[src/rtl/data_mem_lsu.sv]
// Load/store sequencer for a 4-lane byte-enabled RAM; store 2 / load 3 / error 1 cycles from accept, RESP holds until resp_ready.
// `define LSU_MISALIGN_EN to split word-crossing accesses into two RAM cycles instead of raising resp_err.
module data_mem_lsu #(
  parameter int AW = 12
) (
  input  logic        clk_20M,
  input  logic        rst_n,
  input  logic        req_valid,
  output logic        req_ready,
  input  logic        req_we,
  input  logic [2:0]  req_funct3,
  input  logic [31:0] req_addr,
  input  logic [31:0] req_wdata,
  output logic        resp_valid,
  input  logic        resp_ready,
  output logic [31:0] resp_rdata,
  output logic        resp_err,
  output logic [31:0] mem_addr,
  output logic [31:0] mem_wdata,
  output logic [3:0]  mem_wren,
  input  logic [31:0] mem_rdata
);

  typedef enum logic [2:0] {
    S_IDLE,
    S_ISSUE,
    S_CAPTURE,
    S_RESP
`ifdef LSU_MISALIGN_EN
    , S_ISSUE2,
    S_CAPTURE2
`endif
  } state_t;

  state_t      state_q, state_d;
  logic        we_q, we_d;
  logic [2:0]  f3_q, f3_d;
  logic [1:0]  off_q, off_d;
  logic [31:0] resp_rdata_q, resp_rdata_d;
  logic        resp_err_q, resp_err_d;
  logic [31:0] mem_addr_q, mem_addr_d;
  logic [31:0] mem_wdata_q, mem_wdata_d;
  logic        req_mis;
`ifdef LSU_MISALIGN_EN
  logic [31:0] wdata_q, wdata_d;
  logic [31:0] lo_q, lo_d;
  logic        cross_q, cross_d;
`endif

  function automatic logic is_illegal(input logic we, input logic [2:0] f3);
    logic bad;
    if (we) bad = f3[2] || (f3[1:0] == 2'b11);
    else    bad = (f3[1:0] == 2'b11) || (f3 == 3'b110);
    return bad;
  endfunction

  function automatic logic is_misaligned(input logic [1:0] sz, input logic [1:0] o);
    return ((sz == 2'b01) && o[0]) || ((sz == 2'b10) && (o != 2'b00));
  endfunction

  function automatic logic [3:0] lane_mask(input logic [1:0] sz, input logic [1:0] o,
                                           input logic hi);
    logic [7:0] m;
    case (sz)
      2'b00:   m = 8'h01;
      2'b01:   m = 8'h03;
      default: m = 8'h0f;
    endcase
    m = m << o;
    return hi ? m[7:4] : m[3:0];
  endfunction

  // Aligned stores replicate the datum so every candidate lane carries it.
  function automatic logic [31:0] lane_rep(input logic [1:0] sz, input logic [31:0] wd);
    logic [31:0] r;
    case (sz)
      2'b00:   r = {4{wd[7:0]}};
      2'b01:   r = {2{wd[15:0]}};
      default: r = wd;
    endcase
    return r;
  endfunction

  function automatic logic [31:0] load_ext(input logic [2:0] f3, input logic [1:0] o,
                                           input logic [63:0] win);
    logic [31:0] sh;
    logic [31:0] r;
    sh = 32'(win >> {o, 3'b000});
    case (f3)
      3'b000:  r = {{24{sh[7]}}, sh[7:0]};
      3'b001:  r = {{16{sh[15]}}, sh[15:0]};
      3'b100:  r = {24'b0, sh[7:0]};
      3'b101:  r = {16'b0, sh[15:0]};
      default: r = sh;
    endcase
    return r;
  endfunction

`ifdef LSU_MISALIGN_EN
  function automatic logic is_crossing(input logic [1:0] sz, input logic [1:0] o);
    return ((sz == 2'b01) && (o == 2'b11)) || ((sz == 2'b10) && (o != 2'b00));
  endfunction

  // Misaligned store data is shifted across an 8-byte window {word B, word A}.
  function automatic logic [31:0] lane_shift(input logic [1:0] sz, input logic [1:0] o,
                                             input logic [31:0] wd, input logic hi);
    logic [63:0] sh;
    sh = (sz == 2'b01) ? {48'b0, wd[15:0]} : {32'b0, wd};
    sh = sh << {o, 3'b000};
    return hi ? sh[63:32] : sh[31:0];
  endfunction

  assign req_mis = 1'b0;
`else
  assign req_mis = is_misaligned(req_funct3[1:0], req_addr[1:0]);
`endif

  always_comb begin
    state_d      = state_q;
    we_d         = we_q;
    f3_d         = f3_q;
    off_d        = off_q;
    resp_rdata_d = resp_rdata_q;
    resp_err_d   = resp_err_q;
    mem_addr_d   = mem_addr_q;
    mem_wdata_d  = mem_wdata_q;
`ifdef LSU_MISALIGN_EN
    wdata_d      = wdata_q;
    lo_d         = lo_q;
    cross_d      = cross_q;
`endif
    case (state_q)
      S_IDLE: begin
        if (req_valid) begin
          we_d         = req_we;
          f3_d         = req_funct3;
          off_d        = req_addr[1:0];
          resp_rdata_d = 32'b0;
          resp_err_d   = 1'b0;
`ifdef LSU_MISALIGN_EN
          wdata_d      = req_wdata;
          cross_d      = is_crossing(req_funct3[1:0], req_addr[1:0]);
`endif
          if (is_illegal(req_we, req_funct3) || req_mis) begin
            resp_err_d = 1'b1;
            state_d    = S_RESP;
          end else begin
            mem_addr_d  = {req_addr[31:AW], req_addr[AW-1:2], 2'b00};
            mem_wdata_d = lane_rep(req_funct3[1:0], req_wdata);
`ifdef LSU_MISALIGN_EN
            if (is_misaligned(req_funct3[1:0], req_addr[1:0]))
              mem_wdata_d = lane_shift(req_funct3[1:0], req_addr[1:0], req_wdata, 1'b0);
`endif
            state_d = S_ISSUE;
          end
        end
      end
      S_ISSUE: begin
        state_d = we_q ? S_RESP : S_CAPTURE;
`ifdef LSU_MISALIGN_EN
        if (cross_q && we_q) begin
          mem_addr_d  = mem_addr_q + 32'd4;
          mem_wdata_d = lane_shift(f3_q[1:0], off_q, wdata_q, 1'b1);
          state_d     = S_ISSUE2;
        end
`endif
      end
      S_CAPTURE: begin
        resp_rdata_d = load_ext(f3_q, off_q, {32'b0, mem_rdata});
        state_d      = S_RESP;
`ifdef LSU_MISALIGN_EN
        if (cross_q) begin
          resp_rdata_d = resp_rdata_q;
          lo_d         = mem_rdata;
          mem_addr_d   = mem_addr_q + 32'd4;
          state_d      = S_ISSUE2;
        end
`endif
      end
`ifdef LSU_MISALIGN_EN
      S_ISSUE2: state_d = we_q ? S_RESP : S_CAPTURE2;
      S_CAPTURE2: begin
        resp_rdata_d = load_ext(f3_q, off_q, {mem_rdata, lo_q});
        state_d      = S_RESP;
      end
`endif
      S_RESP: begin
        if (resp_ready) state_d = S_IDLE;
      end
      default: state_d = S_IDLE;
    endcase
  end

  // Write enables decode straight from the state register so reset kills them at once.
  always_comb begin
    mem_wren = 4'b0000;
    if ((state_q == S_ISSUE) && we_q) mem_wren = lane_mask(f3_q[1:0], off_q, 1'b0);
`ifdef LSU_MISALIGN_EN
    if ((state_q == S_ISSUE2) && we_q) mem_wren = lane_mask(f3_q[1:0], off_q, 1'b1);
`endif
  end

  always_ff @(posedge clk_20M or negedge rst_n) begin
    if (!rst_n) begin
      state_q      <= S_IDLE;
      we_q         <= 1'b0;
      f3_q         <= 3'b0;
      off_q        <= 2'b0;
      resp_rdata_q <= 32'b0;
      resp_err_q   <= 1'b0;
      mem_addr_q   <= 32'b0;
      mem_wdata_q  <= 32'b0;
`ifdef LSU_MISALIGN_EN
      wdata_q      <= 32'b0;
      lo_q         <= 32'b0;
      cross_q      <= 1'b0;
`endif
    end else begin
      state_q      <= state_d;
      we_q         <= we_d;
      f3_q         <= f3_d;
      off_q        <= off_d;
      resp_rdata_q <= resp_rdata_d;
      resp_err_q   <= resp_err_d;
      mem_addr_q   <= mem_addr_d;
      mem_wdata_q  <= mem_wdata_d;
`ifdef LSU_MISALIGN_EN
      wdata_q      <= wdata_d;
      lo_q         <= lo_d;
      cross_q      <= cross_d;
`endif
    end
  end

  assign req_ready  = (state_q == S_IDLE);
  assign resp_valid = (state_q == S_RESP);
  assign resp_rdata = resp_rdata_q;
  assign resp_err   = resp_err_q;
  assign mem_addr   = mem_addr_q;
  assign mem_wdata  = mem_wdata_q;

endmodule

[config.mk]
export PLATFORM = sky130hd
export DESIGN_NAME = data_mem_lsu
export DESIGN_NICKNAME = d
export VERILOG_FILES = /design/src/rtl/data_mem_lsu.sv
export SDC_FILE = /design/constraint.sdc
export NUM_CORES = 1
export LEC_CHECK = 0
export CAP_MARGIN = 5
export CORE_MARGIN = 2
export CORE_UTILIZATION = 47
export CTS_BUF_LIST = sky130_fd_sc_hd__clkbuf_8
export CTS_CLUSTER_DIAMETER = 60
export DETAILED_ROUTE_END_ITERATION = 8
export PLACE_DENSITY_LB_ADDON = 0.2
export SYNTH_ARGS = -nofsm -noshare
export SYNTH_HDL_FRONTEND = slang
export SYNTH_SLANG_ARGS = --single-unit
export TNS_END_PERCENT = 50
[constraint.sdc]
create_clock -name clk_20M -period 3.58 [get_ports clk_20M]
set_input_delay 0.716 -clock clk_20M [delete_from_list [all_inputs] [get_ports clk_20M]]
set_output_delay 0.716 -clock clk_20M [all_outputs]
set_load 0.01 [all_outputs]
==> results of run 1 <==
## metal layers
layer,share of wire (%),up-vias,GRT usage (%)
met5,0,-,0
met4,1.9,0,8.19
met3,9.1,16,7.55
met2,49,175,38.8
met1,40,1921,31.2
li1,-,1886,-
## cells in the mapped netlist, types with 3 or more instances
library cell    n  area, um^2
nand3b_1        7        52.6
nor2_1         20        75.1
mux2i_1        42         420
o21ai_0        50         250
nand2_1        48         180
a21oi_1        25         125
buf_2           3        15.0
a221o_1        15         150
nand2b_1        3        18.8
inv_1           5        18.8
clkbuf_1       19        71.3
mux2_2         50         563
dfrtp_1       103        2580
buf_1           4        15.0
nor3_1          4        20.0
ha_1            4        50.1
## registers in the layout, summed over array words and instances (netlist names)
| name | count |
|---|---|
| mem_wdata | 32 |
| resp_rdata | 32 |
| mem_addr | 30 |
| f3_q | 3 |
| off_q | 2 |
| state_q | 2 |
| resp_err | 1 |
| we_q | 1 |
## where the power goes
group          internal, W  switching [W]  leakage [nW]
registers          0.00171       0.000401          1.29
clock network     0.000299       0.000403         0.103
logic              0.00163        0.00121          1.69
total              0.00363        0.00202          3.09
## worst max-delay path: stages, from the launching register on
cell and delay [ns]:
dfrtp_1 0.93, a211oi_1 0.18, a211oi_1 0.35, clkdlybuf4s50_1 0.61
## per-stage QoR
stage / utilization (%) / setup WS, ns
2_1_floorplan: - / 1.29
3_3_place_gp: 70.6 / 0.584
3_5_place_dp: 70.6 / 0.503
4_1_cts: 72.6 / 0.445
5_1_grt: 72.6 / 0.337
6_report: 72.6 / 0.427
## path summary, 6_finish.rpt
check,end,cells past startpoint,slack [ns],from
setup / recovery,mem_wren[2],3,0.43,off_q[0]
hold / removal,resp_rdata[6],2,0.49,resp_rdata[6]
setup reg to reg,resp_rdata[28],5,0.65,off_q[0]
hold reg to reg,resp_rdata[6],2,0.49,resp_rdata[6]
max in group asynchronous,mem_addr[12],2,2.18,rst_n
min in group asynchronous,mem_wdata[23],1,0.55,rst_n
## cell type report
type | count | area (um^2) | share of cell area [%]
tap | 133 | 166 | 2.32
timing repair buffer | 212 | 2110 | 29.5
sequential | 103 | 2580 | 36.0
multi-input combinational | 285 | 2090 | 29.2
clock inverter | 5 | 41.3 | 0.577
clock buffer | 11 | 151 | 2.12
inverter | 5 | 18.8 | 0.262
## cells by family after synthesis
logic type                 after synthesis  synth area share, %
other                                    1               0.0780
buffers and inverters                   35                 3.28
muxes                                   94                 21.4
and+or+nand+nor                         87                 8.30
adders and majority gates                4                 1.04
DFF                                    103                 53.6
AOI/OAI and AO/OA                       98                 12.3
==> summary.md, run 1 <==
| Metric | Value |
|---|---|
| Nets | `724` |
| Via count | `between 3000 and 4000` |
| Die X | `105 um` |
| # rows | `36` |
| Yosys warns | `0` |
| Avg WL per Cell | `about 17 um` |
| Post-route ant nets | `0` |
| TritonCTS clock tree | `built` |
| Root buf cell | `clkbuf_8` |
| Hold Vio Cnt, Final | `0` |
| Post-CTS Setup Repair Bufs | `0` |
| Startpoint Class | `flop` |
| Outcome | `finished, final reports clean` |
| Num CTS Buffers | `9` |
| DP HPWL | `between 9000 and 10000 um` |
| Initial antenna violation count | `0` |
| Routed wire length | `13000 um` |
| Pwr/cell area | `789 nW/um^2` |
| Power Total | `between 0.005 and 0.006 W` |
| Avg Inst Size Synth | `about 11 um^2` |
| CP Data Required Time | `roughly 2.9 ns` |
| Overall Global Routing Usage | `roughly 24%` |
| CP Max Fanout | `24` |
| Slew Viols, Final | `0` |
| Reg clk slew, reported paths | `approximately 0.090 ns` |
| Gr ovfl total | `0` |
| Cts hold-fix bufs | `0` |
| Cells after Synth | `between 400 and 500` |
| Skew final | `approximately 0.0073 ns` |
| Commonest cells after routing, fill and taps aside | `clkdlybuf4s50_1, dfrtp_1, o21ai_0, mux2_2, nand2_1` |
| First drt pass iteration count | `5` |
| # DRC | `0` |
| CTS sink cnt | `103` |
| Vias per inst | `between 5 and 6` |
| Fin cells | `754` |
| Worst hold margin | `between 0.4 and 0.5 ns` |
| FFs w/ async S/R, synth | `100%` |
| Max H-tree Level | `3` |
| Top FF cell, synth | `dfrtp_1` |
| CTS Buffer Depth | `2` |
| Commonest non-fill, non-tap cell in the layout | `clkdlybuf4s50_1` |
| Setup TNS | `0 ns` |
| Worst endpoint data arrival time | `2.44 ns` |
| Share of the clock period used by the worst path | `about nine tenths` |
| N_diodes | `0` |
| Post-synth EDFFs | `0` |
| Min Tclk post-route | `roughly 3.2 ns` |
| RSZ-0062 raised after global routing | `false` |
| Slew @ Worst Pin | `~1.1 ns` |
| IO Count | `207` |
| Synth unique cells | `31` |
| Die Span Y | `105 um` |
| Worst skew pair latency | `roughly 0.36 ns` |
| Layout cell share with drive strength beyond 1 | `13.0%` |
| Setup violators final | `0` |
| Leakage | `about 3 nW` |
| Initial Util | `between 40% and 50%` |
| #FFs+latches synth | `roughly 100` |
| First-pass GRT wire length | `21200 um` |
| Port buffer count | `204` |
| Max frequency | `approximately 320 MHz` |
| Final instance area | `a little over 7000 um^2` |
| Die area | `around 11000 um^2` |
| Placed Cells | `between 700 and 800` |
| CP Capture Type | `output port` |
| Syn-to-layout area delta | `48.9%` |
| CP Class | `reg2out` |
| Starting DRT DRC Count | `155` |
| VDD IR max | `0.435 mV` |
| Filler cells | `roughly 730` |
| MaxCap Viol Count | `0` |
| Largest net degree at the start of global routing | `88` |
| Worst Hold Class | `reg2reg` |
| Resized Gates After CTS | `0` |
| Mapped cell area | `~4800 um^2` |
| Vias in the first global route | `4106` |
| Area of the core | `a little under 10000 um^2` |
| Gpl congestion | `just over 0.8` |
| Rel. slew slack | `between 20% and 30%` |
| DP Area | `6970 um^2` |
| Seq/Total Area, Yosys | `a little over half` |
No activity file was read; power rests on OpenSTA's default activity.
==> run 2: changes to the inputs <==
--- a/config.mk
+++ b/config.mk
@@ -6,12 +6,15 @@
 export NUM_CORES = 1
 export LEC_CHECK = 0
 export CAP_MARGIN = 5
+export CELL_PAD_IN_SITES_DETAIL_PLACEMENT = 2
+export CELL_PAD_IN_SITES_GLOBAL_PLACEMENT = 2
 export CORE_MARGIN = 2
-export CORE_UTILIZATION = 47
+export CORE_UTILIZATION = 28
 export CTS_BUF_LIST = sky130_fd_sc_hd__clkbuf_8
 export CTS_CLUSTER_DIAMETER = 60
 export DETAILED_ROUTE_END_ITERATION = 8
 export PLACE_DENSITY_LB_ADDON = 0.2
+export SETUP_SLACK_MARGIN = 0.3
 export SYNTH_ARGS = -nofsm -noshare
 export SYNTH_HDL_FRONTEND = slang
 export SYNTH_SLANG_ARGS = --single-unit
==> run 2 against run 1 <==
Net effect:
- die area increased by 65%
- clock skew rose by 0.0029 ns
- critical path depth grew 2
- via count rose by 2.2%
- maximum frequency rose by 14%
- cell count up 12%
- hold slack worse by 0.092 ns
- flip-flop and latch count stayed put
- count of clock-buffer cells in the layout shrank 1
- power rose by 4.5%
- global-route usage fell by 5.3 points
- combinational power increased by 6%
- largest cell class unchanged
- largest power group unchanged
==> summary.md, run 2 (synthesis gave the netlist of run 1 again) <==
| Metric | Value |
|---|---|
| # DRC | `0 (unchanged)` |
| Num CTS Buffers | `9 (unchanged)` |
| CTS Buffer Depth | `2 (unchanged)` |
| Leakage | `3.11 nW (was 3.09 nW)` |
| CTS sink cnt | `103 (unchanged)` |
| Initial antenna violation count | `1 (was 0)` |
| RSZ-0062 raised after global routing | `false (unchanged)` |
| Max incr delay on CP | `0.64 ns (was 0.93 ns)` |
| TritonCTS clock tree | `built (unchanged)` |
| Worst endpoint data arrival time | `2.04 ns (was 2.44 ns)` |
| Overall Global Routing Usage | `18.9% (was 24.2%)` |
| Max H-tree Level | `3 (unchanged)` |
| Placed Cells | `828 (was 738)` |
| Via count | `4087 (was 3998)` |
| Syn-to-layout area delta | `52.3% (was 48.9%)` |
| CP Capture Type | `output port (unchanged)` |
| Die X | `135 um (was 105 um)` |
| Worst hold margin | `0.399 ns (was 0.492 ns)` |
| Crit path cell chain | `inv_1 > ha_1 > nand2_1 > a211oi_1 > clkdlybuf4s50_1 (was a211oi_1 > a211oi_1 > clkdlybuf4s50_1)` |
| Nets | `727 (was 724)` |
| Commonest cells after routing, fill and taps aside | `clkdlybuf4s50_1, dfrtp_1, o21ai_0, mux2_2, nand2_1 (unchanged)` |
| DP HPWL | `12800 um (was 9770 um)` |
| Post-route ant nets | `0 (unchanged)` |
| Root buf cell | `clkbuf_8 (unchanged)` |
| MaxCap Viol Count | `0 (unchanged)` |
| Slew @ Worst Pin | `1.07 ns (was 1.08 ns)` |
| Startpoint Class | `flop (unchanged)` |
| Resized Gates After CTS | `0 (unchanged)` |
| CP Class | `reg2out (unchanged)` |
| Initial Util | `28.8% (was 48.7%)` |
| Vias in the first global route | `4669 (was 4106)` |
| Share of the clock period used by the worst path | `77.1% (was 88.1%)` |
| Gpl congestion | `0.738 (was 0.825)` |
| Fin cells | `844 (was 754)` |
| Rel. slew slack | `28.0% (was 28.3%)` |
| Setup violators final | `0 (unchanged)` |
| Avg WL per Cell | `19.9 um (was 17.3 um)` |
| First drt pass iteration count | `4 (was 5)` |
| Gr ovfl total | `0 (unchanged)` |
| Worst Hold Class | `in2async (was reg2reg)` |
| Skew final | `0.0103 ns (was 0.00732 ns)` |
| Cts hold-fix bufs | `0 (unchanged)` |
| Post-layout util | `43.8% (was 72.6%)` |
| Worst path slowest cell | `clkdlybuf4s50_1 (was dfrtp_1)` |
| Max frequency | `362 MHz (was 317 MHz)` |
| Reg clk slew, reported paths | `0.11 ns (was 0.09 ns)` |
| Area of the core | `16700 um^2 (was 9860 um^2)` |
| Die Span Y | `135 um (was 105 um)` |
| Starting DRT DRC Count | `124 (was 155)` |
| Setup TNS | `0 ns (unchanged)` |
| Layout cell share with drive strength beyond 1 | `13.5% (was 13.0%)` |
| N_diodes | `0 (unchanged)` |
| Vias per inst | `4.84 (was 5.30)` |
| Port buffer count | `204 (unchanged)` |
| First-pass GRT wire length | `26600 um (was 21200 um)` |
| CP Max Fanout | `5 (was 24)` |
| Outcome | `finished, final reports clean (unchanged)` |
| Largest net degree at the start of global routing | `65 (was 88)` |
| Commonest non-fill, non-tap cell in the layout | `clkdlybuf4s50_1 (unchanged)` |
| CP Data Required Time | `2.86 ns (about the same)` |
| Min Tclk post-route | `2.76 ns (was 3.15 ns)` |
| Routed wire length | `16800 um (was 13000 um)` |
| Slew Viols, Final | `0 (unchanged)` |
| IO Count | `207 (unchanged)` |
| # rows | `47 (was 36)` |
| Post-CTS Setup Repair Bufs | `0 (unchanged)` |
| Hold Vio Cnt, Final | `0 (unchanged)` |
| Worst skew pair latency | `0.37 ns (was 0.36 ns)` |
| Die area | `18200 um^2 (was 11100 um^2)` |
| VDD IR max | `0.329 mV (was 0.435 mV)` |
| Pwr/cell area | `806 nW/um^2 (was 789 nW/um^2)` |
-- run 2: path summary, 6_finish.rpt --
path | start | to | slack [ns] | depth (start not counted)
max | state_q[1] | mem_wren[2] | 0.82 | 5
min | rst_n | mem_wdata[6] | 0.40 | 1
max reg2reg | off_q[0] | resp_rdata[20] | 1.15 | 6
min reg2reg | mem_wdata[9] | mem_wdata[9] | 0.49 | 2
max in group asynchronous | rst_n | mem_wdata[30] | 2.29 | 2
min in group clk_20M | mem_wdata[9] | mem_wdata[9] | 0.49 | 2
-- run 2: cell type report --
type                            count  area, um^2
Sequential cell                   103        2580
Inverter                            5        18.8
Fill cell                        1749        9380
Clock buffer                       10         138
Tap cell                          220         275
Clock inverter                      6        85.1
Timing Repair Buffer              215        2130
Multi-Input combinational cell    285        2090
-- run 2: report_power, final --
group	total [W]	leakage (nW)	internal, W	switching, W
Combinational	0.00302	1.71	0.00163	0.00138
Sequential	0.00205	1.29	0.00171	0.000348
Clock	0.000830	0.114	0.000411	0.000419
-- run 2: metrics by stage --
step / total power (W) / setup slack, ns / cell area (um^2)
after floorplan: 0.00346 / 1.29 / 4810
after global placement: 0.00502 / 0.661 / 7100
after detailed placement: 0.00515 / 0.596 / 7100
after CTS: 0.00602 / 0.772 / 7320
after global routing: 0.00635 / 0.666 / 7320
final: 0.00590 / 0.820 / 7320
-- run 2: routing by layer --
metal	part of all wire, %	GRT usage [%]
met1	42	23.7
met2	47	30.5
met3	9.3	7.13
met4	1.5	5.21
met5	0	0
-- run 2: critical path, delay by kind of cell (launching register included) --
kind | cells | cell delay [ns]
buffers and inverters | 2 | 0.74
flip-flops | 1 | 0.44
AO/OA/AOI/OAI | 1 | 0.25
adder cells (fa/ha/maj) | 1 | 0.14
AND/OR/NAND/NOR | 1 | 0.11
